### src/rtl/fd_arbiter.sv
// ============================================================================
// fd_arbiter : two-master Wishbone arbiter, D priority with fetch anti-starve
// Rev 1.0
// ============================================================================
`default_nettype none

module fd_arbiter #(
  parameter int STARVE_LIMIT = 4
) (
  input  logic        clk_i,
  input  logic        reset_i,
  input  logic        f_cyc_i,
  input  logic [63:2] f_adr_i,
  output logic        f_ack_o,
  output logic [31:0] f_dat_o,
  input  logic        d_cyc_i,
  input  logic        d_we_i,
  input  logic [7:0]  d_sel_i,
  input  logic [63:3] d_adr_i,
  input  logic [63:0] d_dat_i,
  output logic        d_ack_o,
  output logic [63:0] d_dat_o,
  output logic        m_cyc_o,
  output logic        m_stb_o,
  output logic        m_we_o,
  output logic [7:0]  m_sel_o,
  output logic [63:3] m_adr_o,
  output logic [63:0] m_dat_o,
  input  logic        m_ack_i,
  input  logic [63:0] m_dat_i
);

  localparam logic [3:0] c_starve_limit = 4'(STARVE_LIMIT);

  typedef enum logic [1:0] {
    S_IDLE   = 2'd0,
    S_BUSY_F = 2'd1,
    S_BUSY_D = 2'd2
  } owner_t;

  owner_t     r_owner;
  owner_t     w_owner_nxt;
  logic [3:0] r_starve;
  logic       w_sel_f;
  logic       w_sel_d;
  logic       w_cyc;

  always_ff @(posedge clk_i) begin
    if (reset_i) begin
      r_owner  <= S_IDLE;
      r_starve <= 4'd0;
    end else begin
      r_owner <= w_owner_nxt;
      if (!f_cyc_i || f_ack_o)
        r_starve <= 4'd0;
      else if (r_starve != c_starve_limit)
        r_starve <= r_starve + 4'd1;
    end
  end

  // Selection is live in IDLE; once a transfer is in flight the owner is locked.
  always_comb begin
    w_sel_f     = 1'b0;
    w_sel_d     = 1'b0;
    w_owner_nxt = r_owner;
    case (r_owner)
      S_IDLE: begin
        if (f_cyc_i && (r_starve == c_starve_limit))
          w_sel_f = 1'b1;
        else if (d_cyc_i)
          w_sel_d = 1'b1;
        else if (f_cyc_i)
          w_sel_f = 1'b1;
        if (w_sel_f && !m_ack_i)
          w_owner_nxt = S_BUSY_F;
        else if (w_sel_d && !m_ack_i)
          w_owner_nxt = S_BUSY_D;
      end
      S_BUSY_F: begin
        w_sel_f = 1'b1;
        if (m_ack_i || !f_cyc_i)
          w_owner_nxt = S_IDLE;
      end
      S_BUSY_D: begin
        w_sel_d = 1'b1;
        if (m_ack_i || !d_cyc_i)
          w_owner_nxt = S_IDLE;
      end
      default: w_owner_nxt = S_IDLE;
    endcase
  end

  assign w_cyc = !reset_i && ((w_sel_f && f_cyc_i) || (w_sel_d && d_cyc_i));

  always_comb begin
    m_we_o  = 1'b0;
    m_sel_o = 8'h00;
    m_adr_o = '0;
    m_dat_o = 64'd0;
    if (w_sel_f) begin
      m_sel_o = f_adr_i[2] ? 8'hF0 : 8'h0F;
      m_adr_o = f_adr_i[63:3];
    end else if (w_sel_d) begin
      m_we_o  = d_we_i;
      m_sel_o = d_sel_i;
      m_adr_o = d_adr_i;
      m_dat_o = d_dat_i;
    end
  end

  assign m_cyc_o = w_cyc;
  assign m_stb_o = w_cyc;
  assign f_ack_o = m_ack_i && w_cyc && w_sel_f;
  assign d_ack_o = m_ack_i && w_cyc && w_sel_d;
  assign f_dat_o = f_adr_i[2] ? m_dat_i[63:32] : m_dat_i[31:0];
  assign d_dat_o = m_dat_i;

endmodule

`default_nettype wire

### config.mk
export PLATFORM = sky130hd
export DESIGN_NAME = fd_arbiter
export DESIGN_NICKNAME = d
export VERILOG_FILES = /design/src/rtl/fd_arbiter.sv
export SDC_FILE = /design/constraint.sdc
export NUM_CORES = 1
export LEC_CHECK = 0
export BUFFER_PORTS_ARGS = -buffer_cell sky130_fd_sc_hd__buf_4
export CELL_PAD_IN_SITES_DETAIL_PLACEMENT = 0
export CELL_PAD_IN_SITES_GLOBAL_PLACEMENT = 1
export CORE_AREA = 3 3 195 197
export DETAILED_ROUTE_END_ITERATION = 8
export DIE_AREA = 0 0 198 200
export GPL_ROUTABILITY_DRIVEN = 0
export PLACE_DENSITY_LB_ADDON = 0.25
export SETUP_SLACK_MARGIN = 0.2
export SYNTH_ARGS = -nofsm -noshare
export SYNTH_HDL_FRONTEND = slang
export SYNTH_SLANG_ARGS = --single-unit
export TNS_END_PERCENT = 30
### constraint.sdc
create_clock -name clk_i -period 3.65 [get_ports clk_i]
set_input_delay 0.1825 -clock clk_i [delete_from_list [all_inputs] [get_ports clk_i]]
set_output_delay 0.1825 -clock clk_i [all_outputs]
set_load 0.01 [all_outputs]
==> results.txt, run 1 <==
initial antenna violation count: 3
cells after synthesis: 302
Compound-Gate Fraction of Synth Area: 0.2776
Core ar.: 36430 um2
Setup violations, final: 0
setup bufs post-CTS: 0
CP delay by family, top: buffers and inverters
worst-margin pin slew: 0.9093 ns
Routed WL per cell: 16.03 um
NetSw: 402.2 uW
Worst Path Buf+Inv: 3
share of cells above drive strength 1: 0.7528
Comb pwr share: 0.774
post-placement cell count: 1181
Internal: 725.9 uW
Synth Net Count: 569
Clock power frac: 0.163
CTS Buf Count: 3
XOR/XNOR Fraction of Synth Area: 0.003702
count of different cell masters after synthesis: 28
Relative slew margins: 0.3938
Seq/Total Area, Yosys: 0.05077
post-synthesis mux area share: 0.1608
sequential share of power: 0.063
Worst Path Max Fanout: 65
cell mode on critical path: buf_4
largest family of logic cells by synthesized area: compound AO/OA/AOI/OAI gates
outcome: complete, no violations
die height: 200 um
Worst Setup Start Kind: flip-flop
Area Overhead vs Synth: 162.1%
Finished Layout Cells: 1186
Die ar.: 39600 um2
Post-Syn Area per Cell: 7.834 um2
clock latency on the worst-skew pair: 0.23 ns
CTS tree: yes
Hold Path Class: input pin to flip-flop
DIE WIDTH: 198 um
setup TNS: 0 ns
Synth area leaders: a22o_1 (26%), buf_4 (22%), and2_1 (17%)
pwr dens: 181.9 nW/um2
total gr overflow: 0
First-pass DRT Iterations: 4
CP max-delay cell: buf_4
Yosys reg bits: 6
Worst Clk Skew: 0.0006294 ns
final wirelength: 19020 um
H-tree depth: 1
maximum resistive drop on vdd: 0.09585 mV
achievable frequency: 373.4 MHz
Max clock buf depth: 2
root buf cell: clkbuf_16
DR iter-0 viols: 82
# clock sinks: 6
period utilisation layout: 0.7337
io pins: 499
cts hold-fix bufs: 0
WS Path Type: flip-flop to output port
first-pass GRT wire length: 23970 um
Port Buf Inserts: 498
yosys warns: 0
leak pwr: 0.003201 uW
Final min period: 2.678 ns
total power: 1128 uW
adder-cell share of the synthesized area: 0.01058
Switching Share: 0.3565
antenna viol nets, final: 0
largest area contributor in the synthesized netlist: a22o_1
Worst-path clk slew: 0.04 ns
Worst EP required: 3.47 ns
max_cap viols: 0
GR Util All Layers: 0.08035
largest net degree at the start of global routing: 71
Vias: 3898
critical path, cell by cell: inv_1, ha_1, and3b_1, a211oi_4, buf_4, a22o_1, buf_4
area share of and/or/nand/nor cells after synthesis: 0.2295
CP arrival: 2.50 ns
Via density: 3.287
Remaining DRCs: 0
Critical Path Sink Type: output port
Final HPWL DP: 16870 um
vias in the first global route: 4013
Starting Density: 0.06494
Worst path max stage delay: 0.57 ns
Final Max Tran Viols: 0
cts repair resizes: 0
RSZ-0062 raised after global routing: no
final hold vios: 0
Layout Nets: 985
Netlist Area Pre-Place: 2366 um2
# rows: 70
area share of the largest cell type after synthesis: 0.2554
logic make-up (layout without fill, tap and decap cells):
group,count (synthesis),in the layout
flops,6,6
simple gates,88,88
other cells,0,2
xor+xnor,1,1
mux,34,34
compound gates,75,75
fa+ha+maj,2,2
buf+inv,96,510
synthesized netlist by cell type (all sizes together):
cell and number:
buf 77, a22o 69, and2 65, mux2 32, clkbuf 14, nor2 7
dfxtp 6, inv 5, nand2b 3, a211oi 2, a21oi 2, and3 2
and3b 2, ha 2, mux2i 2, nor3b 2, a2111oi 1, a31oi 1
nand2 1, nand3 1, nand3b 1, nand4b 1, nor2b 1, nor3 1
nor4bb 1, xnor2 1
power by group through the flow:
stage | clock network, uW | registers (uW) | logic [uW]
3_3_place_gp | 0 | 72.5 | 903
6_report | 183 | 71.4 | 873
4_1_cts | 188 | 71.4 | 891
3_5_place_dp | 0 | 72.4 | 888
5_1_grt | 191 | 72.0 | 936
2_1_floorplan | 0 | 71.4 | 366
metrics by stage:
| step | hold slack, ns | util | area [um2] | worst slack (ns) |
|---|---|---|---|---|
| after global placement | 0.4224 | 0.1680 | 6122 | 1.215 |
| after detailed placement | 0.4152 | 0.1680 | 6122 | 1.208 |
| after floorplan | 0.2656 | - | 2366 | 1.666 |
| after global routing | 0.1821 | 0.1702 | 6202 | 0.8326 |
| after CTS | 0.1686 | 0.1701 | 6197 | 0.9486 |
| final | 0.1715 | 0.1702 | 6202 | 0.9721 |
state kept, by name, indices dropped and copies added (netlist names):
signal    count
r_owner       2
r_starve      4
worst register-to-register path, delay by kind of cell, from the launching register on:
family,cells,cell delay (ns)
compound gates,1,0.49
fa+ha+maj,1,0.24
buf+inv,1,0.09
flops,1,0.32
simple gates,2,0.26
path summary, 6_finish.rpt:
| check | from | end | slack [ns] | cells after the start |
|---|---|---|---|---|
| max | r_starve[0] | m_adr_o[32] | 0.97 | 7 |
| max reg2reg | r_starve[0] | r_starve[2] | 2.12 | 5 |
| min reg2reg | r_starve[1] | r_starve[1] | 0.55 | 2 |
| min | reset_i | r_owner[1] | 0.17 | 2 |
cell usage in the layout (no fill, tap or decap):
| cell | n |
|---|---|
| nand3_1 | 1 |
| nand2_1 | 1 |
| a2111oi_0 | 1 |
| nor3_1 | 1 |
| buf_4 | 502 |
| nor2_1 | 7 |
| and2_1 | 65 |
| a31oi_4 | 1 |
| ha_1 | 2 |
| a211oi_1 | 1 |
| a21oi_1 | 2 |
| a211oi_4 | 1 |
| inv_1 | 5 |
| and3_1 | 2 |
| nor3b_1 | 2 |
| mux2_2 | 32 |
| xnor2_1 | 1 |
| nor2b_1 | 1 |
| mux2i_1 | 2 |
| nand2b_1 | 3 |
| and3b_1 | 2 |
| nor4bb_1 | 1 |
| nand3b_1 | 1 |
| dfxtp_1 | 6 |
| clkbuf_16 | 3 |
| diode_2 | 2 |
| a22o_1 | 69 |
| nand4b_1 | 1 |
routing by layer:
metal | up-vias | share of wire | GRT usage
met1 | 1747 | 0.32 | 0.07646
met3 | 9 | 0.097 | 0.01645
met5 | - | 0 | 0
met4 | 0 | 0.0074 | 0.01966
met2 | 303 | 0.58 | 0.1724
li1 | 1839 | - | -
layout make-up:
type / instances / area [um2]
Timing Repair Buffer: 502 / 3769
Fill cell: 4146 / 30230
Multi-Input combinational cell: 200 / 1629
Inverter: 5 / 18.77
Antenna cell: 2 / 5.005
Clock buffer: 3 / 75.07
Tap cell: 468 / 585.6
Sequential cell: 6 / 120.1
(Power assumes the default switching activity.)
==> run 2, diff against run 1 <==
CORE_AREA = 3 3 193 195   (was 3 3 195 197)
DIE_AREA = 0 0 196 198   (was 0 0 198 200)
clock period = 2.35 ns   (was 3.65 ns; I/O delays follow)
==> results.txt, run 2 (synthesized netlist as in run 1, its figures left out) <==
antenna viol nets, final: 0 (unchanged)
commonest non-fill, non-tap cell in the layout: buf_4
Final HPWL DP: 17590 um (+4.3%)
diodes inserted: 0 (-2)
final hold vios: 0 (unchanged)
Area Overhead vs Synth: 202.2%
CP arrival: 2.07 ns (-0.43 ns)
Final min period: 2.188 ns
leading cell types in the layout, fill and taps excluded: buf_4 (458), a22o_1 (68), buf_6 (55), and2_1 (43), mux2_2 (32)
# rows: 69 (-1.4%)
Switching Share: 0.3407 (-0.01585)
RSZ-0062 raised after global routing: yes
Crit Reg-Reg Endpoint: r_starve[2]
multi-input logic area: 1707 um2 (+4.8%)
Worst EP required: 2.23 ns (-1.24 ns)
Largest register FFs: 4 (unchanged)
Vias: 4108 (+5.4%)
Port Buf Inserts: 498 (unchanged)
period utilisation layout: 0.9310
Via density: 3.384 (+3.0%)
outcome: complete, no violations
initial antenna violation count: 4 (+1)
Worst Clk Skew: 0.0005641 ns (-0.00006527 ns)
Worst Path Max Fanout: 7 (-89%)
Hold Path Class: input pin to flip-flop
die height: 198 um (-1.0%)
post-placement cell count: 1178 (-0.25%)
Largest regs: r_starve (4), r_owner (2)
leak pwr: 0.003644 uW (+14%)
Final Max Tran Viols: 0 (unchanged)
r2r setup slk: 0.86 ns (-1.26 ns)
NetSw: 704.7 uW (+75%)
sequential share of power: 0.054 (-0.009)
H-tree depth: 1 (unchanged)
final wirelength: 21840 um (+15%)
first-pass GRT wire length: 28030 um (+17%)
GR Util All Layers: 0.09688 (+0.01652)
CTS tree: yes
DR iter-0 viols: 78 (-4.9%)
worst-margin pin slew: 0.6461 ns (-0.2632 ns)
First-pass DRT Iterations: 4 (unchanged)
vias in the first global route: 4233 (+5.5%)
total power: 2069 uW (+83%)
total gr overflow: 0 (unchanged)
Reg with most FFs: r_starve
pwr dens: 289.3 nW/um2 (+59%)
io pins: 499 (unchanged)
CTS Buf Count: 3 (unchanged)
largest net degree at the start of global routing: 71 (unchanged)
achievable frequency: 457.1 MHz
Routed WL per cell: 17.99 um (+12%)
Max clock buf depth: 2 (unchanged)
clock latency on the worst-skew pair: 0.23 ns (about the same)
FF-to-FF Start: r_starve[1]
setup TNS: 0 ns (unchanged)
Internal: 1364 uW (+88%)
max_cap viols: 0 (unchanged)
WS Path Type: flip-flop to output port
Worst-path clk slew: 0.03 ns (about the same)
fillers: 3991 (-3.7%)
Starting Density: 0.06652 (+0.001581)
Comb pwr share: 0.815 (+0.041)
# clock sinks: 6 (unchanged)
FF+latch area: 122.6 um2 (+2.1%)
maximum resistive drop on vdd: 0.1537 mV (+60%)
Setup violations, final: 0 (unchanged)
cts hold-fix bufs: 0 (unchanged)
Layout Nets: 1022 (+3.8%)
Remaining DRCs: 0 (unchanged)
Endpoint, Worst Hold: r_owner[1]
share of cells above drive strength 1: 0.8035 (+0.05066)
DIE WIDTH: 196 um (-1.0%)
Core ar.: 35570 um2 (-2.4%)
Finished Layout Cells: 1214 (+2.4%)
fin util: 0.2010 (+0.03081)
root buf cell: clkbuf_16
Relative slew margins: 0.5693 (+0.1755)
Critical Path Sink Type: output port
final hold slack: 0.1231 ns (-0.04848 ns)
Clock power frac: 0.131 (-0.032)
hold wc startpoint: reset_i
reg2reg path depth: 6 (+1)
hold path cells: 2 (unchanged)
Worst Setup Start Kind: flip-flop
Die ar.: 38810 um2 (-2.0%)
-- run 2: cell count changes in the layout (fill, tap and decap cells not counted), moves of 6 or more --
cell,before,now
and2_4,0,22
buf_16,0,7
buf_12,0,11
clkbuf_16,3,9
and2_1,65,43
buf_4,502,458
buf_6,0,55
-- run 2: layout make-up --
type | instances | area share
Multi-Input combinational cell | 200 | 0.2387
Tap cell | 461 | 0.08066
Sequential cell | 6 | 0.01715
Clock buffer | 3 | 0.01050
Timing Repair Buffer | 539 | 0.6504
Inverter | 5 | 0.002625
-- run 2: layer usage --
metal,vias up,global-route usage,wire (um)
met1,1866,0.09873,7307
met3,14,0.02297,2057
met2,308,0.2031,12300
met4,4,0.01030,155
li1,1916,-,-
met5,-,0,23
-- run 2: worst max-delay path, cell delays in order, from the launching register on --
cell       delay [ns]
dfxtp_2          0.33
inv_2            0.04
ha_4             0.15
and3b_2          0.23
a211oi_4         0.20
buf_6            0.13
buf_6            0.09
buf_12           0.11
buf_16           0.13
clkbuf_16        0.15
a22o_1           0.15
buf_6            0.11
-- run 2: how the worst max path moves through the flow --
| stage | start | endpoint | slack (ns) | cells after the start |
|---|---|---|---|---|
| finish | r_starve[1] | m_adr_o[15] | 0.16 | 11 |
| global route | r_starve[1] | m_adr_o[15] | 0.07 | 11 |
| CTS | r_starve[0] | m_adr_o[24] | 0.11 | 11 |
| detailed placement | r_starve[0] | m_adr_o[41] | 0.21 | 8 |
| global placement | r_starve[0] | m_adr_o[41] | 0.21 | 8 |
| floorplan | r_starve[0] | m_dat_o[10] | 0.43 | 8 |
-- run 2: what timing repair did --
item / 4_1_cts / 5_1_grt
pin swaps: 17 / 36
endpoints found under the setup margin: 134 / 135
cloned: 7 / 6
resized for setup: 52 / 47
buffers inserted: 19 / 1
-- run 2: power by group through the flow --
stage	clock [uW]	combinational, uW	sequential [uW]
global placement	0	1440	112
floorplan	0	569	111
CTS	279	1620	111
detailed placement	0	1420	112
global route	286	1790	111
finish	272	1690	111
-- run 2: metrics by stage --
step	instance area (um2)	worst slack, ns
finish	7151	0.1621
global route	7151	0.06887
CTS	6829	0.1115
detailed placement	6206	0.2056
global placement	6206	0.2066
floorplan	2366	0.4311
